==> src/rtl/mem_req_ctrl_pkg.sv <==
// Shared constants and helpers for the memory-request subsystem:
// response queue depth, legal read latencies and response-entry layout.
package mem_req_ctrl_pkg;

    // Response queue depth; also the maximum number of outstanding read credits.
    localparam int RSP_DEPTH = 4;
    localparam int RSP_CNT_W = $clog2(RSP_DEPTH + 1);

    // Legal memory read latencies (cycles after the memory samples rd_en).
    localparam int RD_LAT_UNREG = 1;
    localparam int RD_LAT_REG   = 2;

    // Response entry layout: {err, data}. Data width follows MEM_WIDTH.
    localparam int RSP_ERR_W = 1;

    // Kind of command presented to the memory in a given cycle.
    typedef enum logic [1:0] {
        CMD_IDLE  = 2'd0,
        CMD_WRITE = 2'd1,
        CMD_READ  = 2'd2
    } mem_cmd_e;

    // Width of one response entry for a given data width.
    function automatic int rsp_entry_w(input int data_w);
        return data_w + RSP_ERR_W;
    endfunction

    // True when a read latency is supported by the capture pipeline.
    function automatic bit rd_lat_legal(input int lat);
        return (lat == RD_LAT_UNREG) || (lat == RD_LAT_REG);
    endfunction

    // Memory stores odd parity over bit 0: good parity is ~dout[0].
    function automatic logic parity_mismatch(input logic parity, input logic dout_lsb);
        return parity != ~dout_lsb;
    endfunction

endpackage

==> src/rtl/mem_req_ctrl_rsp_fifo.sv <==
// rsp_fifo: small circular response queue with a combinational head.
// Pointers wrap modulo DEPTH; simultaneous push and pop keep occupancy.
module rsp_fifo
    import mem_req_ctrl_pkg::*;
#(
    parameter int WIDTH = 17,
    parameter int DEPTH = 4
) (
    input  logic             clk,
    input  logic             rst,
    input  logic             push,
    input  logic [WIDTH-1:0] push_data,
    input  logic             pop,
    output logic [WIDTH-1:0] pop_data,
    output logic             empty
);

    localparam int PTR_W = (DEPTH > 1) ? $clog2(DEPTH) : 1;
    localparam int CNT_W = $clog2(DEPTH + 1);

    logic [WIDTH-1:0] store_q [DEPTH];
    logic [PTR_W-1:0] wr_ptr_q, wr_ptr_d;
    logic [PTR_W-1:0] rd_ptr_q, rd_ptr_d;
    logic [CNT_W-1:0] count_q, count_d;
    logic             full;
    logic             do_push;
    logic             do_pop;

    // Advance a pointer, wrapping at DEPTH (works for non-power-of-two depths).
    function automatic logic [PTR_W-1:0] ptr_inc(input logic [PTR_W-1:0] p);
        return (p == PTR_W'(DEPTH - 1)) ? '0 : p + PTR_W'(1);
    endfunction

    assign empty    = (count_q == '0);
    assign full     = (count_q == CNT_W'(DEPTH));
    assign do_pop   = pop && !empty;
    assign do_push  = push && (!full || do_pop);
    assign pop_data = store_q[rd_ptr_q];

    // Next pointer and occupancy values from this cycle's push/pop.
    always_comb begin
        wr_ptr_d = wr_ptr_q;
        rd_ptr_d = rd_ptr_q;
        count_d  = count_q;
        if (do_push) begin
            wr_ptr_d = ptr_inc(wr_ptr_q);
        end
        if (do_pop) begin
            rd_ptr_d = ptr_inc(rd_ptr_q);
        end
        case ({do_push, do_pop})
            2'b10:   count_d = count_q + CNT_W'(1);
            2'b01:   count_d = count_q - CNT_W'(1);
            default: count_d = count_q;
        endcase
    end

    // Control state: pointers and occupancy, cleared by reset.
    always_ff @(posedge clk) begin
        if (rst) begin
            wr_ptr_q <= '0;
            rd_ptr_q <= '0;
            count_q  <= '0;
        end else begin
            wr_ptr_q <= wr_ptr_d;
            rd_ptr_q <= rd_ptr_d;
            count_q  <= count_d;
        end
    end

    // Entry storage; contents are only meaningful behind the pointers.
    always_ff @(posedge clk) begin
        if (do_push) begin
            store_q[wr_ptr_q] <= push_data;
        end
    end

    // Upstream credit accounting must make a push into a full queue impossible.
    a_no_overflow: assert property (@(posedge clk) disable iff (rst)
        !(push && full && !do_pop));

endmodule

==> src/rtl/mem_req_ctrl.sv <==
// mem_req_ctrl: valid/ready front end for a single-port synchronous memory.
// Requests are registered onto the memory command port one per cycle; read
// data returns RD_LATENCY cycles later and is queued in a credit-protected
// response FIFO so the memory never has to stall.
module mem_req_ctrl
    import mem_req_ctrl_pkg::*;
#(
    parameter int MEM_WIDTH     = 16,
    parameter int ADDR_SIZE     = 10,
    parameter int RD_LATENCY    = 2,
    parameter int PARITY_ENABLE = 1
) (
    input  logic                 clk,
    input  logic                 rst,

    input  logic                 req_valid,
    output logic                 req_ready,
    input  logic                 req_we,
    input  logic [ADDR_SIZE-1:0] req_addr,
    input  logic [MEM_WIDTH-1:0] req_wdata,

    output logic                 rsp_valid,
    input  logic                 rsp_ready,
    output logic [MEM_WIDTH-1:0] rsp_rdata,
    output logic                 rsp_err,

    output logic [MEM_WIDTH-1:0] mem_din,
    output logic [ADDR_SIZE-1:0] mem_addr,
    output logic                 mem_wr_en,
    output logic                 mem_rd_en,
    output logic                 mem_blk_select,
    output logic                 mem_addr_en,
    output logic                 mem_dout_en,
    input  logic [MEM_WIDTH-1:0] mem_dout,
    input  logic                 mem_parity
);

    localparam int ENTRY_W = rsp_entry_w(MEM_WIDTH);

    logic                 req_acc;
    logic                 rd_acc;
    logic                 rsp_pop;
    mem_cmd_e             cmd;

    logic [RSP_CNT_W-1:0] credits_q, credits_d;

    logic                 mem_blk_select_q, mem_blk_select_d;
    logic                 mem_wr_en_q, mem_wr_en_d;
    logic                 mem_rd_en_q, mem_rd_en_d;
    logic [ADDR_SIZE-1:0] mem_addr_q, mem_addr_d;
    logic [MEM_WIDTH-1:0] mem_din_q, mem_din_d;

    // Bit i set: a read accepted i edges ago; top bit marks data on mem_dout.
    logic [RD_LATENCY:0]  rd_vld_q, rd_vld_d;

    logic                 cap_vld;
    logic                 cap_err;
    logic [ENTRY_W-1:0]   cap_entry;
    logic [ENTRY_W-1:0]   head_entry;
    logic                 fifo_empty;

    // Ready only from credits so acceptance never depends on request contents;
    // a read accepted here always has a FIFO slot reserved for its data.
    assign req_ready = (credits_q < RSP_CNT_W'(RSP_DEPTH));
    assign req_acc   = req_valid && req_ready;
    assign rd_acc    = req_acc && !req_we;
    assign rsp_pop   = rsp_valid && rsp_ready;

    // Classify what, if anything, is issued to memory next cycle.
    always_comb begin
        cmd = CMD_IDLE;
        if (req_acc) begin
            cmd = req_we ? CMD_WRITE : CMD_READ;
        end
    end

    // Next memory command; address and data hold when idle.
    always_comb begin
        mem_blk_select_d = (cmd != CMD_IDLE);
        mem_wr_en_d      = (cmd == CMD_WRITE);
        mem_rd_en_d      = (cmd == CMD_READ);
        mem_addr_d       = mem_addr_q;
        mem_din_d        = mem_din_q;
        if (cmd != CMD_IDLE) begin
            mem_addr_d = req_addr;
            mem_din_d  = req_wdata;
        end
    end

    // Credits count reads in flight plus queued responses.
    always_comb begin
        credits_d = credits_q;
        case ({rd_acc, rsp_pop})
            2'b10:   credits_d = credits_q + RSP_CNT_W'(1);
            2'b01:   credits_d = credits_q - RSP_CNT_W'(1);
            default: credits_d = credits_q;
        endcase
    end

    // Shift read-valid markers toward the capture point.
    always_comb begin
        rd_vld_d = {rd_vld_q[RD_LATENCY-1:0], rd_acc};
    end

    // Command, credit and read-tracking registers; reset drops in-flight reads.
    always_ff @(posedge clk) begin
        if (rst) begin
            credits_q        <= '0;
            rd_vld_q         <= '0;
            mem_blk_select_q <= 1'b0;
            mem_wr_en_q      <= 1'b0;
            mem_rd_en_q      <= 1'b0;
            mem_addr_q       <= '0;
            mem_din_q        <= '0;
        end else begin
            credits_q        <= credits_d;
            rd_vld_q         <= rd_vld_d;
            mem_blk_select_q <= mem_blk_select_d;
            mem_wr_en_q      <= mem_wr_en_d;
            mem_rd_en_q      <= mem_rd_en_d;
            mem_addr_q       <= mem_addr_d;
            mem_din_q        <= mem_din_d;
        end
    end

    // Capture side: build the response entry from the memory read port.
    always_comb begin
        cap_vld   = rd_vld_q[RD_LATENCY];
        cap_err   = (PARITY_ENABLE != 0) ? parity_mismatch(mem_parity, mem_dout[0]) : 1'b0;
        cap_entry = {cap_err, mem_dout};
    end

    rsp_fifo #(
        .WIDTH (ENTRY_W),
        .DEPTH (RSP_DEPTH)
    ) u_rsp_fifo (
        .clk       (clk),
        .rst       (rst),
        .push      (cap_vld),
        .push_data (cap_entry),
        .pop       (rsp_pop),
        .pop_data  (head_entry),
        .empty     (fifo_empty)
    );

    // Head is presented combinationally; zeroed when the queue is empty so the
    // response port reads clean after reset.
    assign rsp_valid = !fifo_empty;
    assign rsp_rdata = rsp_valid ? head_entry[MEM_WIDTH-1:0] : '0;
    assign rsp_err   = rsp_valid && head_entry[ENTRY_W-1];

    assign mem_blk_select = mem_blk_select_q;
    assign mem_wr_en      = mem_wr_en_q;
    assign mem_rd_en      = mem_rd_en_q;
    assign mem_addr       = mem_addr_q;
    assign mem_din        = mem_din_q;
    assign mem_addr_en    = 1'b0;
    assign mem_dout_en    = 1'b1;

    a_rd_latency_legal: assert property (@(posedge clk) rd_lat_legal(RD_LATENCY));

    a_credit_bound: assert property (@(posedge clk) disable iff (rst)
        credits_q <= RSP_CNT_W'(RSP_DEPTH));

endmodule

==> config.mk <==
export PLATFORM = sky130hd
export DESIGN_NAME = mem_req_ctrl
export DESIGN_NICKNAME = d
export VERILOG_FILES = /design/src/rtl/mem_req_ctrl_pkg.sv /design/src/rtl/mem_req_ctrl_rsp_fifo.sv /design/src/rtl/mem_req_ctrl.sv
export SDC_FILE = /design/constraint.sdc
export NUM_CORES = 1
export LEC_CHECK = 0
export ABC_CLOCK_PERIOD_IN_PS = 5900
export CAP_MARGIN = 10
export CORE_MARGIN = 3
export CORE_UTILIZATION = 50
export DETAILED_ROUTE_END_ITERATION = 7
export PLACE_DENSITY_LB_ADDON = 0.3
export SYNTH_ARGS = -nofsm -noshare
export SYNTH_HDL_FRONTEND = slang
export SYNTH_HIERARCHICAL = 1
export SYNTH_SLANG_ARGS = --single-unit
==> constraint.sdc <==
create_clock -name clk -period 5.9 [get_ports clk]
set_input_delay 1.18 -clock clk [delete_from_list [all_inputs] [get_ports clk]]
set_output_delay 1.18 -clock clk [all_outputs]
set_load 0.01 [all_outputs]
* Yosys cells after proc, flatten, opt, wreduce, memory -nomap -nowiden *
Memory sizes are Yosys's and may differ from the RTL's. A register that Yosys moved wholly into a read port is not among the register bits.
Index checks and enable logic that the tools add are counted.

word-level totals
  bits in writable memories = 68
  memories kept = 1
  input bits = 48
  register bits after elaboration = 42
  output and inout bits = 50

operators by class
  magnitude comparators = 1
  reductions and logical operators = 14
  add/sub/neg operators = 6
  mux-type cells = 11
  bitwise operators = 1
  equality and inequality tests = 10

memory list
  memory              depth  bits a word  rd ports  clocked after memory_dff  write ports  line                         text
  u_rsp_fifo.store_q  4      17           1         1                         1            mem_req_ctrl_rsp_fifo.sv:21  logic [WIDTH-1:0] store_q [DEPTH];

operator list
  kind                                               number
  2-to-1 mux 16 bit                                  1
  2-to-1 mux 2 bit                                   6
  one-hot mux 3 bit (2 select lines)                 2
  == test 2 bit (second input constant)              5
  adder 3 x 1 -> 3 bit (second input constant)       2
  == test 2 x 1 -> 1 bit (second input constant)     3
  logical AND 1 bit                                  6
  nonzero test 2 bit                                 3
  subtractor 3 x 1 -> 3 bit (second input constant)  2
  adder 2 x 1 -> 2 bit (second input constant)       2
  == test 3 bit (second input constant)              1
  logical NOT 1 bit                                  3
  logical NOT 3 bit                                  1
  < comparator 3 bit (second input constant)         1
  2-to-1 mux 1 bit                                   2
  logical OR 1 bit                                   1
  inequality test 1 bit                              1
  NOT 1 bit                                          1

* Logic depth before layout (Yosys ltp) *
  depth in word-level cells = 8
  depth in mapped cells = 11

* By module *
Netlist, hierarchy kept.

by module, submodules not included
  module        area an instance (µm²)  cells an instance  times used  seq. area each (µm²)
  rsp_fifo      2974.1                  147                1           2222.1
  mem_req_ctrl  1468.9                  170                1           680.7

* Least setup slack after synthesis *
No wires, ideal clock.

  kind = input port to flip-flop
  start point = in rsp_ready
  end point = reg u_rsp_fifo.count_q[2]
  data arrival time = 2.733 ns
  library setup time = 0.123 ns
  stages = 8
  required time = 5.777 ns
  path buffers = 0
  slack = 3.043 ns
  cells stage by stage = and2b_1 o31ai_2 or2_1 fa_1 inv_1 nor3_1 a31oi_1 mux2_1

on the way
  longest elaborated chain between the ends = 6
  elaborated cells on any way between the ends = 8

RTL lines
  element                                                                   line                         text
  start, declared                                                           mem_req_ctrl.sv:23           input logic rsp_ready,
  logical AND 1 bit *                                                       mem_req_ctrl.sv:67           assign rsp_pop = rsp_valid && rsp_ready;
  logical AND 1 bit *                                                       mem_req_ctrl_rsp_fifo.sv:36  assign do_pop = pop && !empty;
  logical OR 1 bit                                                          mem_req_ctrl_rsp_fifo.sv:37  assign do_push = push && (!full || do_pop);
  logical AND 1 bit                                                         mem_req_ctrl_rsp_fifo.sv:37
  == test 2 x 1 -> 1 bit or == test 2 bit (tied branches)                   mem_req_ctrl_rsp_fifo.sv:51  case ({do_push, do_pop})
  one-hot mux 3 bit (2 select lines) or nonzero test 2 bit (tied branches)  --
  end signal, assigned                                                      mem_req_ctrl_rsp_fifo.sv:67  count_q <= count_d;
  end, declared                                                             mem_req_ctrl_rsp_fifo.sv:24  logic [CNT_W-1:0] count_q, count_d;

Mark *: on every way between the ends. The rest lies on a longest branch, timed or not.
A chain may end at the register's enable or synchronous reset.

==> impl_results.md <==
* R2R depth at 10
* CP Capture Type: output pin
* Seq/Total Area, Yosys at 65.33%
* 1st-iter DRT viols at 99
* DPL Wire Length at 5.764 mm
* Setup crit start kind: flip-flop
* Period utilization at 63.13%
* Starting Density at 52.75%
* Initial antenna violation count at 0
* Synth warn at 6
* Critical Path Max Stage Delay at 0.69 ns
* Skew-Pair Late Insertion Delay at 0.37 ns
* Post-Syn Nets at 373
* Peak supply drop at 155.2 uV
* Number of flops mapped to enable cells by yosys at 68
* Clock Skews at 0.01198 ns
* Register bit total from synthesis at 111
* Worst slew pin tran at 0.9614 ns
* Clk buf depth at 2
* Register area at 2903 um^2
* GRT Overall Usage at 17.92%
* Internal Power at 1.056 mW
* Power Density at 244.0 nW/um^2
* Fin Setup TNS at 0 ns
* Area leader, netlist: edfxtp_1
* I/O pins at 98
* Routed vias at 2,664
* Post-DRT Antenna Nets at 0
* Drt via density at 5.153
* Most frequent cells after synthesis: 68 x edfxtp_1, 44 x nand2_1, 43 x dfxtp_1
* HP Class: flip-flop to flip-flop
* # H-tree levels at 3
* Leak at 1.939 nW
* Seq pwr share at 61.6%
* Max Clk Rate at 268.5 MHz
* Clk sinks at 111
* Slew headroom at 35.91%
* FP Rows at 33
* Routability cong. at 0.6869
* Proportion of netlist area held by the largest area contributor at 45.96%
* Post-Place Cells at 501
* Mapped Cells at 317
* DRT Wirelength at 8.428 mm
* Antenna diode count at 0
* WL/cell at 16.30 um
* Largest net degree at the start of global routing at 43
* Global-route wire length before repair at 13.94 mm
* Filler cells at 630
* Status: completed
* CP arrival at 2.54 ns
* Hold_buf cts at 0
* Vias in the first global route at 2,849
* GRT overflow at 0
* CP max FO at 9
* Synth area leaders: edfxtp_1 46%, dfxtp_1 19%, mux4_2 8.6%
* Port Buf Inserts at 95
* Worst path cell trace: buf_4, mux4_2, and2b_1, clkdlybuf4s50_1
* Die height at 100.3 um
* Die Wd at 100.3 um
* Max-cap violations at 0
* RSZ-0062 raised after global routing: no
* Share of post-route cells with drive strength above 1 at 15.53%
* Nets at 463
* Critical path required time at 4.72 ns
* Post-CTS Setup Bufs at 0
* Clock root cell: clkbuf_8
* Die area at 10,050 um^2
* Post-CTS sizing at 0
* Syn_area_per_cell at 14.02 um^2
* Setup-failing EPs final at 0
* Number of hold violations in the final report at 0
* Critical path class: flip-flop to output pin
* Slowest library cell on the worst path: dfxtp_1
* CTS buffer count at 9
* Clock network fraction of design power at 30.9%
* CTS tree: done
* Switching fraction of total power at 22.74%
* Async S/R FF share, synth at 0%
* Post-synth top flop: edfxtp_1
* Area occupied by multi-input gates at 1364 um^2
* Most common cell in the netlist: edfxtp_1
* P_sw at 310.8 uW
* Post-synthesis cell type count at 41
* Core footprint at 8423 um^2
* P&R area growth vs syn at 26.08%
* Combinational share of power at 7.4%
* Mapped cell area at 4443 um^2
* Max-slew violation count at 0
* Clk slew on worst S/H paths at 0.10 ns
* Final Non-Filler Cells at 517
* DRC violations left at 0
* Pre-Repair DR Iteration Count at 6
* Final min period at 3.725 ns
* Hold Path Depth at 2
[layout make-up]
cell class                 count  share of cell area, %
tap                          105                  2.345
multi-input combinational    174                  24.35
timing repair buffer          99                  17.42
inverter                      12                 0.8041
sequential                   111                  51.82
clock inverter                 7                  1.050
clock buffer                   9                  2.211
[per-layer routing]
metal	vias to the layer above	GRT usage, %	wire (um)
li1	1283	-	-
met1	1281	21.21	3360
met2	94	29.97	4195
met3	6	7.227	788
met4	0	5.699	85
met5	-	0	0
[cell usage in the layout (no fill, tap or decap), drive strengths merged, types with 2 or more instances in the layout]
cell           instances
mux2i                  3
clkbuf                 9
xor2                   4
mux4                  17
a31oi                  2
nand2                 52
nor2                  12
clkinv                 2
ha                     6
fa                     2
edfxtp                68
nand3                  2
or2                    2
inv                   17
a21oi                 29
and2                   4
nor2b                 13
conb                   2
nand2b                 3
nor3                   3
dfxtp                 43
and2b                  8
buf                    5
clkdlybuf4s50         94
[final timing paths]
check | from | to | slack [ns]
worst max-delay path | flip-flop | rsp_rdata[13] | 2.18
worst min-delay path | mem_addr[9]$_SDFFE_PP0P_ | mem_addr[9]$_SDFFE_PP0P_ | 0.46
worst max register to register | u_rsp_fifo/count_q[0]$_SDFFE_PP0P_ | u_rsp_fifo/count_q[2]$_SDFFE_PP0P_ | 3.19
worst min register to register | mem_addr[9]$_SDFFE_PP0P_ | mem_addr[9]$_SDFFE_PP0P_ | 0.46
[cell families after synthesis]
group | Yosys count | synth area share (%)
buffers and inverters | 32 | 4.083
AOI/OAI and AO/OA | 37 | 5.998
other | 2 | 0.1690
muxes | 21 | 9.547
DFF | 111 | 65.33
adders and majority gates | 8 | 2.591
xor gates and xnor gates | 5 | 0.9856
and+or+nand+nor | 101 | 11.29
[power groups by stage]
stage | registers (mW) | clock network, mW | logic, mW
2_1_floorplan | 0.865 | 0 | 0.0382
3_3_place_gp | 0.859 | 0 | 0.101
3_5_place_dp | 0.860 | 0 | 0.102
4_1_cts | 0.842 | 0.437 | 0.103
5_1_grt | 0.844 | 0.467 | 0.112
6_report | 0.842 | 0.423 | 0.101
[flip-flops by register name, indices dropped and copies added, names as in the netlist, named ones only]
register and cells:
credits_q 3, mem_addr 10, mem_blk_select 1, mem_din 16, mem_wr_en 1, rd_vld_q 3, u_rsp_fifo/count_q 3, u_rsp_fifo/rd_ptr_q 2
u_rsp_fifo/store_q 68, u_rsp_fifo/wr_ptr_q 2
[per-stage QoR]
stage | total power [mW] | hold WS [ns] | utilization, % | cell area (um^2) | setup slack, ns
floorplan | 0.9029 | 0.4138 | - | 4443 | 3.043
global placement | 0.9598 | 0.4241 | 64.33 | 5419 | 2.512
detailed placement | 0.9621 | 0.4334 | 64.33 | 5419 | 2.446
CTS | 1.382 | 0.4605 | 66.50 | 5602 | 2.101
global route | 1.423 | 0.4715 | 66.50 | 5602 | 1.961
finish | 1.367 | 0.4588 | 66.50 | 5602 | 2.175
[worst max-delay path, delay by kind of cell, from the launching register on]
kind          cells  cell delay (ns)
mux               1             0.53
simple gates      1             0.16
flops             1             0.69
buf+inv           2             0.80
(Power assumes the default switching activity.)
